$ cat config.mk
export PLATFORM = sky130hd
export DESIGN_NAME = zbus_strobes
export DESIGN_NICKNAME = d
export VERILOG_FILES = /design/src/rtl/zbus_strobes_pkg.sv /design/src/rtl/zbus_strobes_sample.sv /design/src/rtl/zbus_strobes.sv
export SDC_FILE = /design/constraint.sdc
export NUM_CORES = 1
export LEC_CHECK = 0
export ABC_AREA = 0
export BUFFER_PORTS_ARGS = -buffer_cell sky130_fd_sc_hd__buf_2
export CAP_MARGIN = 20
export CORE_ASPECT_RATIO = 1.25
export CORE_MARGIN = 3
export CORE_UTILIZATION = 30
export DETAILED_ROUTE_END_ITERATION = 7
export SYNTH_ARGS = -nofsm -noshare
export SYNTH_HDL_FRONTEND = slang
export SYNTH_SLANG_ARGS = --single-unit
$ cat constraint.sdc
create_clock -name fclk -period 4.2 [get_ports fclk]
set_clock_uncertainty 0.1 [all_clocks]
set_input_delay 0.21 -clock fclk [delete_from_list [all_inputs] [get_ports fclk]]
set_output_delay 0.21 -clock fclk [all_outputs]
set_load 0.02 [all_outputs]
$ cat src/rtl/zbus_strobes_pkg.sv
// zbus_strobes_pkg
//   Shared definitions for the Z80 bus-cycle decoder. The state encoding and
//   the decode priority order live here so that the arbiter can reuse them
//   for its debug state output.
//   Contents:
//     zstate_e   - decoded bus-cycle states
//     zstrb_t    - packed bundle of the raw active-low Z80 strobes
//     zdecode()  - sampled-strobe decode in priority order
//     zactive()  - 1 for states that represent a real (active) cycle
package zbus_strobes_pkg;

  typedef enum logic [3:0] {
    ZST_IDLE     = 4'd0,
    ZST_PEND_MEM = 4'd1,
    ZST_PEND_IO  = 4'd2,
    ZST_MEM_RD   = 4'd3,
    ZST_MEM_WR   = 4'd4,
    ZST_IO_RD    = 4'd5,
    ZST_IO_WR    = 4'd6,
    ZST_INTACK   = 4'd7,
    ZST_RFSH     = 4'd8
  } zstate_e;

  typedef struct packed {
    logic mreq_n;
    logic iorq_n;
    logic rd_n;
    logic wr_n;
    logic m1_n;
    logic rfsh_n;
  } zstrb_t;

  localparam zstrb_t ZSTRB_IDLE = '{mreq_n: 1'b1, iorq_n: 1'b1, rd_n: 1'b1,
                                    wr_n: 1'b1, m1_n: 1'b1, rfsh_n: 1'b1};

  // Order matters: refresh wins over a read/write on MREQ, and M1 on IORQ
  // marks an interrupt acknowledge even if RD were also low.
  function automatic zstate_e zdecode(input zstrb_t s);
    zstate_e st;
    if (!s.mreq_n && !s.rfsh_n)     st = ZST_RFSH;
    else if (!s.mreq_n && !s.rd_n)  st = ZST_MEM_RD;
    else if (!s.mreq_n && !s.wr_n)  st = ZST_MEM_WR;
    else if (!s.mreq_n)             st = ZST_PEND_MEM;
    else if (!s.iorq_n && !s.m1_n)  st = ZST_INTACK;
    else if (!s.iorq_n && !s.rd_n)  st = ZST_IO_RD;
    else if (!s.iorq_n && !s.wr_n)  st = ZST_IO_WR;
    else if (!s.iorq_n)             st = ZST_PEND_IO;
    else                            st = ZST_IDLE;
    return st;
  endfunction

  function automatic logic zactive(input zstate_e st);
    return !(st == ZST_IDLE || st == ZST_PEND_MEM || st == ZST_PEND_IO);
  endfunction

endpackage

$ cat src/rtl/zbus_strobes_sample.sv
// zbus_strobes_sample
//   Captures the raw Z80 strobes and address only on fclk edges flagged by
//   the clock generator (zpos/zneg), where the Z80 outputs are stable, and
//   raises a one-cycle valid flag the cycle after each capture.
//   Ports:
//     clk_i, rst_ni        - system clock, synchronous active-low reset
//     zpos_i, zneg_i       - Z80 clock edge strobes (either one samples)
//     za_i, strb_i         - raw address bus and strobes
//     smp_addr_o, smp_strb_o - sampled address and strobes
//     smp_v_o              - one-cycle flag: a new sample is available
module zbus_strobes_sample
  import zbus_strobes_pkg::*;
#(
  parameter int ADDR_W = 16
) (
  input  logic              clk_i,
  input  logic              rst_ni,
  input  logic              zpos_i,
  input  logic              zneg_i,
  input  logic [ADDR_W-1:0] za_i,
  input  zstrb_t            strb_i,
  output logic [ADDR_W-1:0] smp_addr_o,
  output zstrb_t            smp_strb_o,
  output logic              smp_v_o
);

  logic [ADDR_W-1:0] addr_q;
  zstrb_t            strb_q;
  logic              smp_v_q;

  // Both strobes at once collapses into a single sample.
  logic take;
  assign take = zpos_i | zneg_i;

  always_ff @(posedge clk_i) begin
    if (!rst_ni) begin
      addr_q  <= '0;
      strb_q  <= ZSTRB_IDLE;
      smp_v_q <= 1'b0;
    end else begin
      smp_v_q <= take;
      if (take) begin
        addr_q <= za_i;
        strb_q <= strb_i;
      end
    end
  end

  assign smp_addr_o = addr_q;
  assign smp_strb_o = strb_q;
  assign smp_v_o    = smp_v_q;

endmodule

$ cat src/rtl/zbus_strobes.sv
// zbus_strobes
//   Turns the sampled Z80 control strobes into single-fclk start/end pulses
//   for memory read/write, IO read/write, interrupt acknowledge and refresh
//   cycles, so downstream logic never sees the raw asynchronous strobes.
//
//   state      | meaning
//   -----------+-----------------------------------------------------
//   IDLE       | no cycle on the bus
//   PEND_MEM   | MREQ low, RD/WR not yet decided (no pulse, not busy)
//   PEND_IO    | IORQ low, direction not yet decided (no pulse, not busy)
//   MEM_RD     | memory read (opfetch marks an M1 fetch)
//   MEM_WR     | memory write
//   IO_RD      | IO read
//   IO_WR      | IO write
//   INTACK     | interrupt acknowledge (IORQ with M1)
//   RFSH       | DRAM refresh
//
//   Ports:
//     fclk, rst_n          - system clock, synchronous active-low reset
//     zpos, zneg           - Z80 clock edge strobes from the clock generator
//     za                   - Z80 address bus
//     mreq_n..rfsh_n       - raw Z80 strobes
//     *_start              - one-fclk start pulses per cycle type
//     cyc_end              - one-fclk pulse when an active cycle ends
//     opfetch              - M1 opcode fetch qualifier, held until cyc_end
//     cyc_addr             - address latched with the start pulse
//     busy                 - an active (non-pending) cycle is in progress
module zbus_strobes
  import zbus_strobes_pkg::*;
#(
  parameter int ADDR_W = 16
) (
  input  logic              fclk,
  input  logic              rst_n,
  input  logic              zpos,
  input  logic              zneg,
  input  logic [ADDR_W-1:0] za,
  input  logic              mreq_n,
  input  logic              iorq_n,
  input  logic              rd_n,
  input  logic              wr_n,
  input  logic              m1_n,
  input  logic              rfsh_n,
  output logic              mrd_start,
  output logic              mwr_start,
  output logic              iord_start,
  output logic              iowr_start,
  output logic              intack_start,
  output logic              rfsh_start,
  output logic              cyc_end,
  output logic              opfetch,
  output logic [ADDR_W-1:0] cyc_addr,
  output logic              busy
);

  zstrb_t            strb_raw;
  zstrb_t            smp_strb;
  logic [ADDR_W-1:0] smp_addr;
  logic              smp_v;

  assign strb_raw = '{mreq_n: mreq_n, iorq_n: iorq_n, rd_n: rd_n,
                      wr_n: wr_n, m1_n: m1_n, rfsh_n: rfsh_n};

  zbus_strobes_sample #(
    .ADDR_W (ADDR_W)
  ) u_sample (
    .clk_i      (fclk),
    .rst_ni     (rst_n),
    .zpos_i     (zpos),
    .zneg_i     (zneg),
    .za_i       (za),
    .strb_i     (strb_raw),
    .smp_addr_o (smp_addr),
    .smp_strb_o (smp_strb),
    .smp_v_o    (smp_v)
  );

  // start vector order: {mrd, mwr, iord, iowr, intack, rfsh}
  zstate_e           state_q, state_d;
  logic              armed_q, armed_d;
  logic [5:0]        start_q, start_d;
  logic              end_q, end_d;
  logic              opf_q, opf_d;
  logic [ADDR_W-1:0] addr_q, addr_d;
  logic              busy_q, busy_d;

  zstate_e nxt;
  logic    do_start;

  always_comb begin
    state_d  = state_q;
    armed_d  = armed_q;
    start_d  = '0;
    end_d    = 1'b0;
    opf_d    = opf_q;
    addr_d   = addr_q;
    nxt      = state_q;
    do_start = 1'b0;

    if (smp_v) begin
      if (!armed_q) begin
        // Ignore whatever cycle was in flight at reset release; arm only once
        // the bus has been seen with neither MREQ nor IORQ asserted.
        state_d = ZST_IDLE;
        if (smp_strb.mreq_n && smp_strb.iorq_n) armed_d = 1'b1;
      end else begin
        nxt      = zdecode(smp_strb);
        end_d    = zactive(state_q) && (nxt != state_q);
        do_start = zactive(nxt) && (nxt != state_q);
        if (do_start) begin
          unique case (nxt)
            ZST_MEM_RD: start_d = 6'b100000;
            ZST_MEM_WR: start_d = 6'b010000;
            ZST_IO_RD:  start_d = 6'b001000;
            ZST_IO_WR:  start_d = 6'b000100;
            ZST_INTACK: start_d = 6'b000010;
            ZST_RFSH:   start_d = 6'b000001;
            default:    start_d = 6'b000000;
          endcase
          addr_d = smp_addr;
          opf_d  = (nxt == ZST_MEM_RD) && !smp_strb.m1_n;
        end else if (end_d) begin
          opf_d = 1'b0;
        end
        state_d = nxt;
      end
    end

    busy_d = zactive(state_d);
  end

  always_ff @(posedge fclk) begin
    if (!rst_n) begin
      state_q <= ZST_IDLE;
      armed_q <= 1'b0;
      start_q <= '0;
      end_q   <= 1'b0;
      opf_q   <= 1'b0;
      addr_q  <= '0;
      busy_q  <= 1'b0;
    end else begin
      state_q <= state_d;
      armed_q <= armed_d;
      start_q <= start_d;
      end_q   <= end_d;
      opf_q   <= opf_d;
      addr_q  <= addr_d;
      busy_q  <= busy_d;
    end
  end

  assign mrd_start    = start_q[5];
  assign mwr_start    = start_q[4];
  assign iord_start   = start_q[3];
  assign iowr_start   = start_q[2];
  assign intack_start = start_q[1];
  assign rfsh_start   = start_q[0];
  assign cyc_end      = end_q;
  assign opfetch      = opf_q;
  assign cyc_addr     = addr_q;
  assign busy         = busy_q;

endmodule

## Word-level counts from Yosys, hierarchy flattened

Cells that the tools add are included.

| operators by class | value |
|---|---|
| muxes and demuxes | 17 |
| shifts and indexed selects | 0 |
| equal/unequal tests | 13 |
| bitwise gates (word level) | 1 |
| order comparisons | 0 |
| reductions and logical operators | 33 |
| $add $sub $neg | 0 |
| div/mod/pow operators | 0 |
| $mul | 0 |

Operators with widths:

| kind | number |
|---|---|
| 6-bit case mux with 6 select lines | 1 |
| 4-bit 2-to-1 mux | 5 |
| 3-bit 2-to-1 mux | 6 |
| 4-bit by 2-bit equality test with 1-bit output, second input constant | 4 |
| 4-bit by 3-bit equality test with 1-bit output, second input constant | 4 |
| 4-bit by 1-bit equality test with 1-bit output, second input constant | 3 |
| 4-bit logical NOT | 3 |
| 1-bit logical AND | 10 |
| 1-bit logical NOT | 9 |
| 3-bit AND reduction | 3 |
| 1-bit logical OR | 6 |
| 4-bit equality test, second input constant | 1 |
| 1-bit 2-to-1 mux | 4 |
| 4-bit != test | 1 |
| 4-bit AND reduction | 1 |
| 2-bit 2-to-1 mux | 1 |
| 2-bit nonzero test | 1 |
| 1-bit bitwise OR | 1 |

| storage, ports and cells | value |
|---|---|
| RAM bits | 0 |
| memory bits (read-only) | 0 |
| output and inout port bits | 25 |
| memories kept | 0 |
| flip-flop bits (word level) | 53 |
| input bits | 26 |
| bits in latches | 0 |
| logic and storage cells | 79 |

## Depth between registers and ports, before layout

Gate-level depths: netlist of the first run.

| depth | value |
|---|---|
| word-level depth | 18 |
| gate-level depth with buffers | 9 |
| gate-level depth less buffers | 6 |

## Modules after synthesis

A second synthesis of the first run with hierarchy kept.

| second synthesis, totals | value |
|---|---|
| cells, all modules | 259 |
| area, all modules | 2,388.5 um2 |

By module, submodules not included:

| module | cells each | sequential area each (um2) | area an instance (um2) | times used |
|---|---|---|---|---|
| zbus_strobes | 158 | 600.6 | 1,411.4 | 1 |
| zbus_strobes_sample | 101 | 460.4 | 977.2 | 1 |

## Worst setup path before layout of the first run

No wires, ideal clock.

| path | value |
|---|---|
| path type | flip-flop to flip-flop |
| start point | reg u_sample.strb_q, in the netlist u_sample.smp_strb_o[3] |
| end point | reg addr_q[10], in the netlist cyc_addr[10] |
| path buffers | 3 |
| required time | 4,028 ps |
| stages on the path, launching flop included | 10 |
| arrival | 1,788 ps |
| setup time | 72 ps |
| period minus slack after synthesis | 1,960 ps |
| slack | 2,240 ps |
| path through | dfxtp_1 -> buf_2 -> and4bb_1 -> a211oi_2 -> xnor2_1 -> nor4_2 -> nor3b_1 -> buf_6 -> buf_6 -> mux2i_1 |

| between the ends | value |
|---|---|
| word-level cells in the longest chain between the ends | 16 |
| elaborated cells between the ends (all ways) | 20 |
| classes of those cells | eq/ne: 3; mux: 8; reduce/logical: 9 |

RTL lines:

| what | RTL line | text |
|---|---|---|
| start, declared | zbus_strobes_sample.sv:28 | `zstrb_t strb_q;` |
| start signal, assigned | zbus_strobes_sample.sv:44 | `strb_q <= strb_i;` |
| 1-bit logical NOT * | zbus_strobes_pkg.sv:41, zbus_strobes_pkg.sv:45 |  |
| 1-bit logical AND | zbus_strobes_pkg.sv:45 | `else if (!s.iorq_n && !s.rd_n) st = ZST_IO_RD;` |
| 3-bit 2-to-1 mux | zbus_strobes_pkg.sv:45 |  |
| 3-bit 2-to-1 mux | zbus_strobes_pkg.sv:44 | `else if (!s.iorq_n && !s.m1_n) st = ZST_INTACK;` |
| 3-bit 2-to-1 mux | zbus_strobes_pkg.sv:43 | `else if (!s.mreq_n) st = ZST_PEND_MEM;` |
| 3-bit 2-to-1 mux | zbus_strobes_pkg.sv:42 | `else if (!s.mreq_n && !s.wr_n) st = ZST_MEM_WR;` |
| 3-bit 2-to-1 mux * | zbus_strobes_pkg.sv:41 | `else if (!s.mreq_n && !s.rd_n) st = ZST_MEM_RD;` |
| 4-bit 2-to-1 mux * | zbus_strobes_pkg.sv:40 | `if (!s.mreq_n && !s.rfsh_n) st = ZST_RFSH;` |
| 4-bit 2-to-1 mux * | zbus_strobes.sv:101 | `if (!armed_q) begin` |
| 4-bit 2-to-1 mux * | zbus_strobes.sv:100 | `if (smp_v) begin` |
| 4-bit by 1-bit equality test with 1-bit output or 4-bit logical NOT (tied branches) | zbus_strobes_pkg.sv:53 | `return !(st == ZST_IDLE \|\| st == ZST_PEND_MEM \|\| st == ZST_PEND_IO);` |
| 1-bit logical OR (2 in a row) | zbus_strobes_pkg.sv:53 |  |
| 1-bit logical NOT | zbus_strobes_pkg.sv:53 |  |
| 1-bit logical AND * | zbus_strobes.sv:109 | `do_start = zactive(nxt) && (nxt != state_q);` |
| 3-bit AND reduction (no source line) * | -- |  |
| end signal, assigned | zbus_strobes.sv:147 | `addr_q <= addr_d;` |
| end, declared | zbus_strobes.sv:84 | `logic [ADDR_W-1:0] addr_q, addr_d;` |

Mark *: on every way between the ends. The rest lies on a longest branch, timed or not. The select of a mux whose other input is x is not followed.
A chain may end at the register's enable or synchronous reset.

## Worst setup path in the final report of the first run

| path | value |
|---|---|
| start point | reg u_sample.strb_q, in the netlist u_sample.smp_strb_o[5] |
| end point | reg addr_q[8], in the netlist cyc_addr[8] |

| between the ends | value |
|---|---|
| word-level cells in the longest chain between the ends | 13 |
| elaborated cells between the ends (all ways) | 19 |
| classes of those cells | eq/ne: 3; mux: 6; reduce/logical: 10 |

RTL lines:

| what | RTL line |
|---|---|
| 1-bit logical NOT | -- |
| 1-bit logical AND | zbus_strobes_pkg.sv:42 |
| 3-bit 2-to-1 mux | zbus_strobes_pkg.sv:42 |
| 3-bit 2-to-1 mux | zbus_strobes_pkg.sv:41 |
| 4-bit 2-to-1 mux * | zbus_strobes_pkg.sv:40 |
| 4-bit 2-to-1 mux * | zbus_strobes.sv:101 |
| 4-bit 2-to-1 mux * | zbus_strobes.sv:100 |
| 4-bit by 1-bit equality test with 1-bit output or 4-bit logical NOT (tied branches) | zbus_strobes_pkg.sv:53 |
| 1-bit logical OR (2 in a row) | zbus_strobes_pkg.sv:53 |
| 1-bit logical NOT | zbus_strobes_pkg.sv:53 |
| 1-bit logical AND * | zbus_strobes.sv:109 |
| 3-bit AND reduction (no source line) * | -- |

Marks and branches as above.

==> results.json, run 1 <==
{
  "dp_cells": 361,
  "cts-hold-fix-buffers": 0,
  "post_cts_buffers": 0,
  "die_height_um": 100,
  "p_leak_uw": 0.00105,
  "ys_seq_area_share_pct": 50.0,
  "cts_tree": "built",
  "grt_pass1_wl_um": 7490,
  "met1_usage_pct": 14.7,
  "start_util_pct": 31.5,
  "synth_seq_cells": 53,
  "worstReg2RegEnd": "cyc_addr[8]",
  "worst_pin_slew_ns": 0.973,
  "period_share_pct": 51.2,
  "max_slew_margin_pct": 35.2,
  "ir_drop_v": 0.000157,
  "place_ws_ns": 2.07,
  "required_ns": 4.34,
  "n_fill_cell": 729,
  "r2r_cells": 7,
  "grt_max_degree": 64,
  "grt_pass1_vias": 1598,
  "fmax_ghz": 0.465,
  "final-instance-count-excl-fill": 369,
  "core_area_mm2": 0.00673,
  "rsz0062_at_grt": "no",
  "worstSetupPathType": "reg2reg",
  "crit_family": "flip-flops",
  "r2r_slack_ns": 2.05,
  "dieArea_mm2": 0.00813,
  "firstDrtPassIters": 4,
  "clock-root-buffer": "clkbuf_8",
  "clk_pin_slew_worst_paths_ns": 0.10,
  "viasPerCell": 4.51,
  "hp-start": "rd_n",
  "grt_usage_pct": 11.7,
  "ys_types": 36,
  "synthFlopType": "dfxtp_1",
  "fp-row-count": 33,
  "htreeDepth": 2,
  "grtUsageMet2_pct": 19.2,
  "ys_warn_count": 0,
  "area_delta_synth_final_pct": 18.1,
  "die_x_um": 81.2,
  "insertion_delay_ns": 0.30,
  "synth_edf_count": 0,
  "nNetsFinal": 307,
  "r2r-start": "u_sample.smp_strb_o[5]",
  "antennaDiodeCount": 0,
  "crit_buf_inv": 1,
  "synth_largest_area_cell": "dfxtp_1",
  "hold_path_depth": 3,
  "async_flop_share_pct": 0,
  "arrival_ns": 2.29,
  "antenna_found_initial": 0,
  "gp_congestion": 0.864,
  "synth_top_area_share_pct": 50.0,
  "grt.busiest_layer": "met2",
  "yosysMostFrequentCell": "nand2_1",
  "final.setup.tns_ns": 0,
  "path_max_fanout": 16,
  "num_vias": 1664,
  "min_path_type": "in2reg",
  "dpl_cell_area_mm2": 0.00241,
  "grt_use_met3_pct": 3.05,
  "drcViolationCount": 0,
  "worstPathCellList": "and4bb_1 -> a211oi_2 -> xnor2_1 -> nor4_2 -> nor3b_2 -> buf_4 -> mux2i_1",
  "drt_iter0_markers": 71,
  "critPathSlowestCell": "dfxtp_1",
  "setup_viol": 0,
  "finalWorstSetupSlack_ns": 2.05,
  "finalWirelength_um": 4340,
  "io_pins": 51,
  "critical-path-max-stage-delay_ns": 0.55,
  "drv_cap": 0,
  "avgSynthCellArea_um2": 8.88,
  "fin_crit_ns": 2.15,
  "io_buffers": 50,
  "cts.sinks": 53,
  "grt.overflow.total": 0,
  "cts_made_buffers": 5,
  "status": "completed",
  "yosys-top-cells-area": "dfxtp_1 (50%), nand2_1 (14%), mux2i_1 (7.5%), a21boi_0 (5.7%), clkbuf_1 (2.1%)",
  "layout-drive-gt1-share_pct": 24.1,
  "synth_area_mm2": 0.00212,
  "syn-num-nets": 265,
  "timing.final.hold_violations": 0,
  "holdPathEnd": "u_sample.smp_strb_o[3]",
  "syn_inst": 239,
  "ant_nets": 0,
  "final_max_slew_viol_count": 0,
  "cts-resized-gates": 0,
  "cp-end-kind": "register",
  "power_density_mw_per_mm2": 362,
  "cts_buffer_depth": 2,
  "dpl.hpwl_um": 3050,
  "final_area_mm2": 0.00251,
  "wl_per_cell_um": 11.8,
  "synth_common_cells": "nand2_1 (79), dfxtp_1 (53), a21boi_0 (16), mux2i_1 (16), clkbuf_1 (12)",
  "critPathLaunchType": "register"
}
registers in the layout, indices dropped and copies added (netlist names):
signal               cells
cyc_addr                16
u_sample.smp_v_o         1
start_q                  6
u_sample.smp_addr_o     16
busy                     1
opfetch                  1
u_sample.smp_strb_o      6
cyc_end                  1
state_q                  4
armed_q                  1
kinds of logic after synthesis:
family,after synthesis,synth area share (%)
and+or+nand+nor,114,24.3
DFF,53,50.0
AOI/OAI and AO/OA,31,11.7
buffers and inverters,21,4.83
muxes,16,7.54
xor gates and xnor gates,4,1.65
cell type report:
class,count,area [um^2],share of cell area [%]
inverters,5,18.8,0.749
multi-input cells,165,967,38.6
repair buffers,51,258,10.3
flip-flops and latches,53,1060,42.3
well taps,87,109,4.34
clock inverters,3,25.0,0.998
clock buffers,5,68.8,2.74
stage by stage:
stage / util [%] / power (uW) / hold slack [ns]
after global routing: 37.3 / 960 / 0.0166
after CTS: 37.3 / 926 / 0.00556
final: 37.3 / 909 / 0.0106
after floorplan: - / 604 / 0.234
after detailed placement: 35.9 / 628 / 0.327
after global placement: 35.9 / 626 / 0.321
worst min-delay path: stages:
cell	delay, ns
buf_2	0.07
nand2_1	0.04
nand3_1	0.06
power by group:
part | switching, uW | internal (uW) | total (uW)
logic | 44.1 | 36.7 | 80.8
clock network | 172 | 122 | 294
registers | 15.5 | 519 | 534
cells in the final DEF (no fill, tap or decap), types with 4 or more instances in the layout:
master,instances
nand2_1,79
dfxtp_1,53
buf_2,50
mux2i_1,16
a21boi_0,16
nand3_1,5
inv_1,5
nor3_1,5
clkbuf_8,5
nor2b_1,4
nor2_1,4
and2_1,4
worst max-delay path by stage:
| stage | start | to | slack (ns) | cells after the start |
|---|---|---|---|---|
| 2_1_floorplan | u_sample.smp_strb_o[3] | cyc_addr[10] | 2.24 | 9 |
| 3_3_place_gp | u_sample.smp_strb_o[5] | cyc_addr[13] | 2.14 | 7 |
| 3_5_place_dp | u_sample.smp_strb_o[5] | cyc_addr[12] | 2.07 | 7 |
| 4_1_cts | u_sample.smp_strb_o[5] | cyc_addr[8] | 2.04 | 7 |
| 5_1_grt | u_sample.smp_strb_o[0] | cyc_addr[8] | 1.86 | 7 |
| 6_report | u_sample.smp_strb_o[5] | cyc_addr[8] | 2.05 | 7 |
metal layers:
metal  routed length [um]  up-vias
met5                    0        -
met4                   51        0
met3                  235        6
met2                 2120       42
met1                 1940      742
li1                     -      874
Power figures use the tool's default switching activity.
==> run 2, diff against run 1 <==
Settings changed: ABC_AREA 0 to 1.
Clock period 4.2 ns to 2.12 ns, I/O delays scaled along.
==> run 2 against run 1 <==
  * Hold slack improved by 0.13 ns
  * Cell area increased by 13%
  * Utilization up 2.8 points
  * Maximum frequency rose by 11%
  * Power grew 110%
  * Synthesized cell count up 13%
  * Register-to-register slack worse by 1.9 ns
  * Clock power is 82% higher
  * Global-route usage grew 1.6 points
  * Count of clock-buffer cells in the layout is 3 higher
  * Cell count increased by 17%
  * Routed wire length increased by 19%
  * Critical path type unchanged
==> results.json, run 2 <==
{
  "p_total_uw": 1870,
  "clock-root-buffer": "clkbuf_8",
  "grt_pass1_vias": 1928,
  "r2r_cells": 11,
  "cts.sinks": 53,
  "synth-simple-area-share_pct": 28.2,
  "status": "completed",
  "critPathLaunchType": "register",
  "ys_types": 30,
  "num_vias": 1939,
  "ys_seq_area_share_pct": 48.2,
  "p_leak_uw": 0.00121,
  "power_density_mw_per_mm2": 662,
  "fp-row-count": 34,
  "htreeDepth": 2,
  "layout-drive-gt1-share_pct": 28.0,
  "drt_iter0_markers": 66,
  "fmax_ghz": 0.516,
  "viasPerCell": 4.48,
  "setup.worst_path.end": "cyc_addr[11]",
  "clk_pin_slew_worst_paths_ns": 0.09,
  "crit_buf_inv": 2,
  "drv_cap": 0,
  "cp-end-kind": "register",
  "insertion_delay_ns": 0.30,
  "avgSynthCellArea_um2": 8.19,
  "cts_made_buffers": 5,
  "drcViolationCount": 0,
  "antennaDiodeCount": 0,
  "die_x_um": 82.7,
  "synth_largest_area_cell": "dfxtp_1",
  "gp_congestion": 0.824,
  "antenna_found_initial": 0,
  "crit_start": "u_sample.smp_strb_o[5]",
  "final_max_slew_viol_count": 0,
  "dieArea_mm2": 0.00842,
  "cts_buffer_depth": 2,
  "cts_tree": "built",
  "die_height_um": 102,
  "required_ns": 2.25,
  "start_util_pct": 31.2,
  "async_flop_share_pct": 0,
  "timing.final.hold_violations": 0,
  "arrival_ns": 2.07,
  "period_share_pct": 91.4,
  "io_pins": 51,
  "setup_viol": 0,
  "max_slew_margin_pct": 61.6,
  "critical-path-max-stage-delay_ns": 0.40,
  "io_buffers": 50,
  "finalWirelength_um": 5160,
  "grt_usage_pct": 13.2,
  "final.setup.tns_ns": 0,
  "worst_pin_slew_ns": 0.575,
  "n_fill_cell": 773,
  "crit_cells": 11,
  "syn_inst": 269,
  "firstDrtPassIters": 4,
  "whs_ns": 0.142,
  "fin_crit_ns": 1.94,
  "synth_adder_area_share_pct": 0,
  "worstSetupPathType": "reg2reg",
  "r2r_slack_ns": 0.18,
  "critPathSlowestCell": "dfxtp_1",
  "grt_pass1_wl_um": 8620,
  "worstPathCellList": "inv_2 -> nand3_1 -> nand2_2 -> nand2_1 -> nand2_1 -> nor2_1 -> nand3_4 -> nand3_4 -> buf_12 -> nand2_2 -> a21oi_2",
  "path_max_fanout": 12,
  "yosysMostFrequentCell": "dfxtp_1",
  "synth_common_cells": "dfxtp_1 (53), nor2_1 (49), nand2_1 (29)",
  "min_path_type": "in2reg",
  "synthFlopType": "dfxtp_1",
  "nNetsFinal": 368,
  "synth_top_family_by_area": "simple AND/OR/NAND/NOR gates",
  "synth_edf_count": 0,
  "synth_seq_cells": 53,
  "yosys-top-cells-area": "dfxtp_1 (48%), nor2_1 (8.3%), o21ai_0 (5.0%), nand2_1 (4.9%), nand4_1 (4.8%)",
  "worstReg2RegEnd": "cyc_addr[11]",
  "syn-num-nets": 295,
  "wl_per_cell_um": 11.9,
  "synth-xor-area-share_pct": 0.398,
  "synth_compound_area_share_pct": 14.3,
  "grt.overflow.total": 0,
  "crit_family": "simple AND/OR/NAND/NOR gates",
  "ant_nets": 0,
  "synth_top_area_share_pct": 48.2,
  "ys_warn_count": 0,
  "synth_mux_area_share_pct": 0,
  "core_area_mm2": 0.00706,
  "rsz0062_at_grt": "no",
  "final_cell_mix": "dfxtp_1 (53), buf_2 (50), nor2_1 (49), nand2_1 (29)",
  "ir_drop_v": 0.000365,
  "synth_area_mm2": 0.00220,
  "grt_max_degree": 29,
  "r2r-start": "u_sample.smp_strb_o[5]",
  "area_delta_synth_final_pct": 28.3,
  "mostFrequentLayoutCell": "dfxtp_1",
  "dpl.hpwl_um": 3490
}
## run 2: changes by cell type in the layout (fill, tap and decap cells not counted), moves of 17 or more
cell	before	now
nand2_1	79	29
o21ai_0	0	22
nand4_1	0	17
dlygate4sd3_1	0	22
nor2_1	4	49
## run 2: worst reg2reg max path: cells and delay by family (launching register included)
kind                   cells  cell delay, ns
AOI/OAI and AO/OA          1            0.11
buffers and inverters      2            0.24
and+or+nand+nor            8            1.01
DFF                        1            0.40
## run 2: stage by stage
step / std cells / utilization, % / instance area [um^2] / worst slack (ns)
after floorplan: 269 / - / 2200 / 0.577
after global placement: 401 / 35.3 / 2490 / 0.178
after detailed placement: 401 / 35.3 / 2490 / 0.156
after CTS: 431 / 39.5 / 2790 / 0.136
after global routing: 433 / 40.0 / 2830 / 0.00901
final: 433 / 40.0 / 2830 / 0.183
## run 2: worst min-delay path by stage
| stage | from | cells after the start | end |
|---|---|---|---|
| 6_report | zpos | 4 | u_sample.smp_v_o |
| 5_1_grt | rst_n | 3 | u_sample.smp_strb_o[0] |
| 4_1_cts | zneg | 4 | u_sample.smp_v_o |
| 3_5_place_dp | rfsh_n | 3 | u_sample.smp_strb_o[0] |
| 3_3_place_gp | rd_n | 3 | u_sample.smp_strb_o[3] |
| 2_1_floorplan | rfsh_n | 2 | u_sample.smp_strb_o[0] |
## run 2: layout make-up
class	count	area (um^2)	share of cell area [%]
multi-input combinational	181	952	33.7
inverter	21	78.8	2.79
sequential	53	1060	37.5
clock buffer	8	80.1	2.83
tap	90	113	3.98
timing repair buffer	80	543	19.2
## run 2: repair_timing
item                                   CTS  global route
endpoints found under the hold margin   22             0
hold buffers                            22             0
setup buffers                            0             2
gates resized for setup                  0             1
setup endpoints to repair                0            17
## run 2: kinds of logic after synthesis
family,Yosys count
simple gates,127
xor+xnor,1
compound gates,53
flops,53
buf+inv,35
## run 2: power by group
group / internal (uW) / leakage, uW / total (uW) / switching [uW]
combinational: 108 / 0.000740 / 283 / 175
clock: 235 / 0.0000395 / 536 / 301
sequential: 1030 / 0.000434 / 1050 / 21.3
## run 2: metal layers
layer	GRT usage (%)	wire length [um]	up-vias	share of wire [%]
met1	14.7	2270	855	44
met4	6.67	129	0	2.5
met5	0	0	-	0
met3	2.38	219	10	4.2
met2	23.7	2540	40	49
li1	-	-	1034	-
==> run 3, diff against run 2 <==
Settings changed: CAP_MARGIN 20 to not set, RECOVER_POWER set to 25.
Clock period 2.12 ns to 2.2 ns, I/O delays scaled along.
==> run 3 against run 2 <==
  * Cell area is 1.8% lower
  * Largest cell class unchanged
  * Setup slack improved by 0.062 ns
  * Critical endpoint is now opfetch
  * Power down 3.2%
  * Sequential cell count is the same
==> results.json, run 3 (synthesis results as in run 2) <==
{
  "status": "completed",
  "start_util_pct": 31.2,
  "dpl_cell_area_mm2": 0.00249,
  "ir_drop_v": 0.000301,
  "final-instance-count-excl-fill": 431,
  "mostFrequentLayoutCell": "dfxtp_1",
  "num_vias": 1949,
  "r2r_slack_ns": 0.24,
  "grt_usage_pct": 12.8,
  "die_height_um": 102,
  "cp-end-kind": "register",
  "path_max_fanout": 17,
  "r2r_cells": 10,
  "critPathLaunchType": "register",
  "antennaDiodeCount": 0,
  "timing.final.hold_violations": 0,
  "p_total_uw": 1810,
  "worstReg2RegEnd": "opfetch",
  "r2r-start": "u_sample.smp_strb_o[5]",
  "cts.sinks": 53,
  "drcViolationCount": 0,
  "drt_iter0_markers": 110,
  "cts_made_buffers": 5,
  "finalWirelength_um": 5070,
  "fmax_ghz": 0.511,
  "worst_pin_slew_ns": 1.02,
  "dpl.hpwl_um": 3590,
  "antenna_found_initial": 0,
  "grt.overflow.total": 0,
  "hold_path_depth": 3,
  "cts_buffer_depth": 2,
  "drv_cap": 0,
  "period_share_pct": 88.9,
  "required_ns": 2.30,
  "firstDrtPassIters": 4,
  "hp-start": "rst_n",
  "area_delta_synth_final_pct": 26.1,
  "p_leak_uw": 0.00113,
  "clock-root-buffer": "clkbuf_8",
  "min_path_type": "in2reg",
  "fp-row-count": 34,
  "setup_viol": 0,
  "io_buffers": 50,
  "wl_per_cell_um": 11.8,
  "grt_pass1_wl_um": 8480,
  "core_area_mm2": 0.00706,
  "viasPerCell": 4.52,
  "fin_crit_ns": 1.96,
  "rsz0062_at_grt": "no",
  "cts_tree": "built",
  "final.setup.tns_ns": 0,
  "final_area_mm2": 0.00278,
  "holdPathEnd": "u_sample.smp_strb_o[0]",
  "post_cts_buffers": 0,
  "htreeDepth": 2,
  "arrival_ns": 2.06,
  "grt_pass1_vias": 1887,
  "io_pins": 51,
  "power_density_mw_per_mm2": 653,
  "nNetsFinal": 366,
  "dieArea_mm2": 0.00842,
  "dp_cells": 401,
  "layout-drive-gt1-share_pct": 23.2,
  "die_x_um": 82.7,
  "clk_pin_slew_worst_paths_ns": 0.10,
  "max_slew_margin_pct": 31.9,
  "worstSetupPathType": "reg2reg",
  "grt_max_degree": 29,
  "final_max_slew_viol_count": 0,
  "insertion_delay_ns": 0.30,
  "gp_congestion": 0.791,
  "final_cell_mix": "dfxtp_1 (53), nor2_1 (49), buf_2 (33), nand2_1 (29)",
  "final_core_util_pct": 39.3,
  "ant_nets": 0
}
==> run 3: how the worst max path moves through the flow <==
stage          slack [ns]          end              startpoint
3_3_place_gp         0.26      opfetch  u_sample.smp_strb_o[5]
4_1_cts              0.24      opfetch  u_sample.smp_strb_o[5]
2_1_floorplan        0.66      opfetch  u_sample.smp_strb_o[5]
5_1_grt              0.04  cyc_addr[3]  u_sample.smp_strb_o[5]
6_report             0.24      opfetch  u_sample.smp_strb_o[5]
3_5_place_dp         0.26      opfetch  u_sample.smp_strb_o[5]
==> run 3: final cells by class <==
class | instances | area, um^2
repair buffers | 78 | 494
multi-input cells | 181 | 945
fillers | 761 | 4280
flip-flops and latches | 53 | 1060
well taps | 90 | 113
clock buffers | 5 | 68.8
inverters | 21 | 78.8
clock inverters | 3 | 17.5
==> run 3: repair_timing <==
item / 4_1_cts / 5_1_grt
hold endpoints to repair: 22 / 0
hold buffers: 22 / 0
gates resized for setup: 0 / 0
==> run 3: metal layers <==
layer  global-route usage [%]  vias up  wire length, um
li1                         -     1032                -
met1                     15.6      871             2260
met2                     22.3       41             2490
met3                     3.00        5              260
met4                     3.90        0               55
met5                        0        -                0
==> run 3: critical path, cell delays in order, from the launching register on <==
cell and delay, ns:
dfxtp_1 0.35, nor2_2 0.22, inv_2 0.12, nand3_2 0.14, nand2_1 0.06, nand2_1 0.07, nand3_2 0.25, nand3_4 0.31
nand3_1 0.11, nand2_1 0.07, nor2_1 0.04
==> run 3: report_power, final <==
group,leakage (uW),switching (uW),internal [uW]
clock,0.0000439,313,220
sequential,0.000434,20.6,995
combinational,0.000651,165,100
==> run 3: stage by stage <==
stage,hold slack (ns),worst slack [ns]
global placement,0.221,0.257
CTS,0.137,0.238
detailed placement,0.229,0.263
global route,0.157,0.0405
finish,0.148,0.245
floorplan,0.123,0.657
